--- src/rtl/dmem_pkg.sv ---
// Shared types and helpers for the data-memory responder: FSM states,
// access-size encodings and the byte-lane select used by the lane mux.
package dmem_pkg;

  typedef enum logic [1:0] {
    IDLE = 2'd0,
    WAIT = 2'd1,
    RESP = 2'd2
  } dmem_state_t;

  localparam logic SIZE_WORD = 1'b0;
  localparam logic SIZE_BYTE = 1'b1;

  // One-hot lane enable for a little-endian byte lane (lane 0 = bits 7:0).
  function automatic logic [3:0] laneSel(input logic [1:0] lane);
    return 4'b0001 << lane;
  endfunction

endpackage

--- src/rtl/dmem_lane_mux.sv ---
// Combinational byte-lane logic: zero-extended byte extract for loads and
// lane-masked merge of store data into the existing word.
module dmem_lane_mux
  import dmem_pkg::*;
(
  input  logic [31:0] word,
  input  logic [1:0]  lane,
  input  logic        size,
  input  logic [31:0] wdata,
  output logic [31:0] loadData,
  output logic [31:0] storeData
);

  logic [3:0] byteEn;

  always_comb begin
    byteEn    = (size == SIZE_BYTE) ? laneSel(lane) : 4'b1111;
    loadData  = (size == SIZE_BYTE) ? {24'h0, word[{lane, 3'b000} +: 8]} : word;
    storeData = word;
    for (int i = 0; i < 4; i++) begin
      if (byteEn[i]) begin
        // Byte stores replicate wdata[7:0]; only the enabled lane takes it.
        storeData[8*i +: 8] = (size == SIZE_BYTE) ? wdata[7:0] : wdata[8*i +: 8];
      end
    end
  end

endmodule

--- src/rtl/dmem_responder.sv ---
// Data-memory responder: accepts one load/store at a time, inserts WAIT_CYCLES
// wait states, then returns registered rdata/err with a one-cycle ready pulse.
module dmem_responder
  import dmem_pkg::*;
#(
  parameter int DEPTH_WORDS = 64,
  parameter int WAIT_CYCLES = 2
) (
  input  logic        clk,
  input  logic        rst,
  input  logic        req,
  input  logic        we,
  input  logic        size,
  input  logic [31:0] addr,
  input  logic [31:0] wdata,
  output logic [31:0] rdata,
  output logic        ready,
  output logic        err,
  output logic        busy,
  output dmem_state_t dbgState
);

  // Handshake: req is sampled only in IDLE and a high req there accepts one
  // access; the requester holds req until then. ready is a one-cycle
  // completion pulse and rdata/err are meaningful only while ready is high.

  localparam int AW = $clog2(DEPTH_WORDS);
  localparam logic [3:0] WAIT_INIT = 4'(WAIT_CYCLES);

  dmem_state_t state, nextState;
  logic [3:0]  cnt;
  logic        reqWe, reqSize;
  logic [31:0] reqAddr, reqWdata;
  logic [31:0] mem [DEPTH_WORDS];

  logic        accept, enterResp, fault;
  logic        curWe, curSize;
  logic [31:0] curAddr, curWdata;
  logic [31:0] memWord, loadData, storeData;

  // In IDLE the live inputs drive the datapath so WAIT_CYCLES = 0 can respond
  // straight away; afterwards the latched request does.
  assign curWe    = (state == IDLE) ? we    : reqWe;
  assign curSize  = (state == IDLE) ? size  : reqSize;
  assign curAddr  = (state == IDLE) ? addr  : reqAddr;
  assign curWdata = (state == IDLE) ? wdata : reqWdata;

  assign accept    = (state == IDLE) && req;
  assign enterResp = (nextState == RESP) && (state != RESP);
  assign fault     = ((curSize == SIZE_WORD) && (curAddr[1:0] != 2'b00)) ||
                     ({2'b00, curAddr[31:2]} >= 32'(DEPTH_WORDS));
  assign memWord   = mem[curAddr[AW+1:2]];
  assign dbgState  = state;

  dmem_lane_mux u_laneMux (
    .word      (memWord),
    .lane      (curAddr[1:0]),
    .size      (curSize),
    .wdata     (curWdata),
    .loadData  (loadData),
    .storeData (storeData)
  );

  always_comb begin
    nextState = state;
    case (state)
      IDLE:    if (req) nextState = (WAIT_CYCLES == 0) ? RESP : WAIT;
      WAIT:    if (cnt == 4'd1) nextState = RESP;
      RESP:    nextState = IDLE;
      default: nextState = IDLE;
    endcase
  end

  always_ff @(posedge clk) begin
    if (rst) begin
      state    <= IDLE;
      cnt      <= 4'd0;
      reqWe    <= 1'b0;
      reqSize  <= SIZE_WORD;
      reqAddr  <= 32'h0;
      reqWdata <= 32'h0;
      ready    <= 1'b0;
      err      <= 1'b0;
      busy     <= 1'b0;
      rdata    <= 32'h0;
    end else begin
      state <= nextState;
      if (accept) begin
        reqWe    <= we;
        reqSize  <= size;
        reqAddr  <= addr;
        reqWdata <= wdata;
        cnt      <= WAIT_INIT;
      end else if (state == WAIT) begin
        cnt <= cnt - 4'd1;
      end
      ready <= enterResp;
      err   <= enterResp && fault;
      rdata <= (enterResp && !curWe && !fault) ? loadData : 32'h0;
      busy  <= (nextState != IDLE);
    end
  end

  // Array is never reset; a store commits on the edge that ends RESP.
  always_ff @(posedge clk) begin
    if (!rst && (state == RESP) && curWe && !fault) begin
      mem[curAddr[AW+1:2]] <= storeData;
    end
  end

endmodule
--- config.mk ---
export PLATFORM = sky130hd
export DESIGN_NAME = dmem_responder
export DESIGN_NICKNAME = d
export VERILOG_FILES = /design/src/rtl/dmem_pkg.sv /design/src/rtl/dmem_lane_mux.sv /design/src/rtl/dmem_responder.sv
export SDC_FILE = /design/constraint.sdc
export NUM_CORES = 2
export LEC_CHECK = 0
export CAP_MARGIN = 5
export CORE_AREA = 3 3 316 551
export CTS_CLUSTER_DIAMETER = 40
export DETAILED_ROUTE_END_ITERATION = 10
export DIE_AREA = 0 0 319 554
export GPL_ROUTABILITY_DRIVEN = 0
export MAX_ROUTING_LAYER = met4
export PLACE_DENSITY = 0.63
export SLEW_MARGIN = 30
export SYNTH_ARGS = -nofsm -noshare
export SYNTH_HDL_FRONTEND = slang
export SYNTH_HIERARCHICAL = 1
export SYNTH_SLANG_ARGS = --single-unit
--- constraint.sdc ---
create_clock -name clk -period 11.45 [get_ports clk]
set_clock_uncertainty 0.1 [all_clocks]
set_input_delay 1.7175 -clock clk [delete_from_list [all_inputs] [get_ports clk]]
set_output_delay 1.7175 -clock clk [all_outputs]
set_load 0.005 [all_outputs]
==> run_results.csv <==
group,metric,value,unit
run_status,status,"complete, no violations",
power,netSwitchingFraction,25.06,%
floorplan,row_count,200,
power,power.internal,12.89,mW
worst_setup_path,cpMostUsedCell,"buf_4",
clock_network,htree_levels,4,
logic_synthesis,synth_edf_count,2048,
logic_synthesis,yosysSeqAreaShare,76.63,%
timing,fmax,137.1,MHz
logic_synthesis,syn_inst,5339,
drt,ant_nets,0,
drt,wire_per_inst,38.90,microns
worst_setup_path,worst-path-max-fanout,64,
logic_synthesis,ys.flop_type,"edfxtp_1",
timing,rsz0062_at_grt,"false",
power,total_leakage_power,29.79,nW
floorplan,ios,106,
clock_network,cts_setup_buffers,0,
finish,fill_cells,13230,
worst_setup_path,required,11.84,ns
floorplan,design.core.area,0.1699,sq mm
finish,areaGrowthSynthToFinish,13.60,%
logic_synthesis,yosys_warnings,6,
finish,design_area,0.09434,sq mm
global_routing,grt_pass1_wl,420200,microns
clock_network,clock_path_buffers,4,
logic_synthesis,syn_avg_cell_area,15.55,sq um
clock_network,clk_latency,0.83,ns
worst_setup_path,crit_type,"primary input to flip-flop",
global_routing,grt_pass1_vias,52620,
drt,routed_wl,307400,microns
worst_setup_path,start_kind,"primary input",
worst_setup_path,end_kind,"flip-flop",
timing,period_share,63.68,%
timing,worst_slack,4.158,ns
worst_setup_path,cp_cell_sequence,"buf_2 > buf_4 > a21o_4 > buf_4 > mux2_4 > a222oi_1 > a31oi_1 > a2111oi_0 > nand4_1 > mux2i_1 > a21oi_4 > buf_4",
timing,timing.setup.tns,0,ns
placed_design,dp_hpwl,178200,microns
timing,worst-slew-pin-transition,1.126,ns
worst_setup_path,reg2reg_from,"dbgState[0]",
floorplan,dieHeight,554,microns
power,seqPwrFrac,52.4,%
min_path,min_path_type,"flip-flop to flip-flop",
timing,maxSlewHeadroom,24.77,%
min_path,min_from,"reqAddr[23]",
timing,hold_viol,0,
timing,final_max_slew_viol_count,0,
floorplan,fp.dieW,319,microns
global_routing,antenna_found_initial,35,
logic_synthesis,ys_async_sr_fraction,0,%
drt,drcViolationCount,0,
clock_network,clk_pin_slew_worst_paths,0.06,ns
logic_synthesis,netlist_area,0.08305,sq mm
timing,period_minus_slack,7.292,ns
finish,fin_nets,5575,
run,cap_violations,0,
power,power_switching,4.311,mW
logic_synthesis,synthTopCellsByArea,"edfxtp_1 (74%), a22oi_1 (3.3%), dfxtp_1 (2.6%), nand2_1 (2.5%), mux2i_1 (2.4%)",
power,p_clk_share,36.9,%
clock_network,cts_hold_buf,0,
drt,drtPass1Iterations,9,
clock_network,cts_root_buf,"clkbuf_16",
global_routing,track_usage,35.26,%
clock_network,numCtsBuffers,189,
logic_synthesis,ys_top_cells_by_count,"edfxtp_1 (2048), nand2_1 (549), a22oi_1 (362)",
logic_synthesis,ys_ff_latch,2155,
logic_synthesis,yosysMostFrequentCell,"edfxtp_1",
worst_setup_path,reg2regPathDepth,14,
worst_setup_path,arrival,7.68,ns
worst_setup_path,r2r_slack,4.79,ns
timing,setup_violations,0,
logic_synthesis,yosys.area.top_type_share,74.05,%
min_path,min_to,"reqAddr[23]",
floorplan,die-area,0.1767,sq mm
floorplan,start_util,48.88,%
global_routing,grt_overflow,0,
min_path,hold_depth,2,
placed_design,place_ws,3.586,ns
logic_synthesis,syn_nets,5410,
worst_setup_path,slowest_delay,0.77,ns
power,power_density,182.3,mW/mm^2
worst_setup_path,reg2reg_to,"mem[58][16]",
placed_design,place_area,0.08823,sq mm
finish,final_cells,7904,
finish,drive_gt1_share,12.61,%
worst_setup_path,crit_slowest_cell,"nand4_1",
global_routing,grt_max_degree,82,
logic_synthesis,yosysTopAreaCell,"edfxtp_1",
placed_design,io_buffer_count,105,
clock_network,cts_tree,"built",
drt,avgViaCountPerCell,6.982,
drt,vias,55182,
power,ir_drop,0.1282,mV
drt,drtIter0Drc,8583,
clock_network,clkSinkCount,2155,
placed_design,place_inst,7532,
clock_network,cts.repair.resized,0,
power,p_comb_share,10.7,%
logic_synthesis,ys_types,71,
## cells in the final DEF, fill, tap and decap left out, types with 78 or more instances in the layout
master	count
nand3_1	120
a31oi_1	89
a21oi_1	131
nand2_1	543
nor2_1	84
o21ai_0	354
clkdlybuf4s50_1	103
buf_4	218
dfxtp_1	106
a22o_1	88
a221oi_1	78
nand4_1	98
mux2i_1	201
a22oi_1	362
edfxtp_1	2048
clkbuf_16	191
## kinds of logic after synthesis
family          synth area share [%]
mux                            3.299
flops                          76.63
buf+inv                        1.980
xor+xnor                     0.03164
fa+ha+maj                    0.03013
compound gates                 11.70
simple gates                   6.328
## state kept, by name, summed over array words and instances, names as in the netlist
register	flops
reqWe	1
reqWdata	32
mem	2048
reqAddr	32
dbgState	2
err	1
reqSize	1
ready	1
busy	1
cnt	4
rdata	32
## metal layers
metal / GRT usage (%) / vias to the layer above / routed length [microns]
met1: 39.09 / 27797 / 96960
met3: 7.997 / 1281 / 35700
met2: 55.05 / 4492 / 144700
li1: - / 21612 / -
met5: - / - / 0
met4: 27.97 / 0 / 30050
## worst max-delay path, delay by kind of cell
kind	cells	cell delay, ns
and+or+nand+nor	1	0.77
AOI/OAI and AO/OA	5	2.02
buffers and inverters	4	2.07
muxes	2	0.89
## worst max path at each step
stage / from / end / slack, ns / depth (start not counted)
4_1_cts: addr[3] / mem[51][9] / 4.39 / 12
3_3_place_gp: addr[3] / mem[58][16] / 2.43 / 13
3_5_place_dp: addr[3] / mem[39][9] / 3.59 / 12
5_1_grt: addr[3] / mem[39][9] / 4.21 / 12
2_1_floorplan: addr[4] / mem[0][26] / 5.31 / 14
6_report: addr[3] / mem[34][9] / 4.16 / 12
## cell type report
type                            instances  area [sq um]  area share (%)
Antenna cell                           34         85.08         0.09018
Clock buffer                          230          4926           5.221
Clock inverter                        105          1047           1.110
Inverter                                4         15.01         0.01591
Multi-Input combinational cell       2815         18870           20.00
Sequential cell                      2155         63640           67.46
Tap cell                             2222          2780           2.947
Timing Repair Buffer                  339          2975           3.154
## per-stage QoR
step                      utilization, %  total power, mW  hold WS [ns]
after floorplan                        -            10.05        0.3360
after global placement             51.89            10.91        0.3421
after detailed placement           51.92            10.95        0.3505
after CTS                          55.44            17.14        0.3594
after global routing               55.52            17.53        0.3754
final                              55.52            17.20        0.3593
## power groups by stage
stage                     sequential, mW  clock [mW]  combinational (mW)
final                               9.01        6.35                1.85
after CTS                           9.01        6.36                1.77
after global routing                9.01        6.65                1.88
after detailed placement            9.18           0                1.76
after global placement              9.18           0                1.73
after floorplan                     9.20           0               0.851
Note: power is estimated with default switching activity, not from simulation.
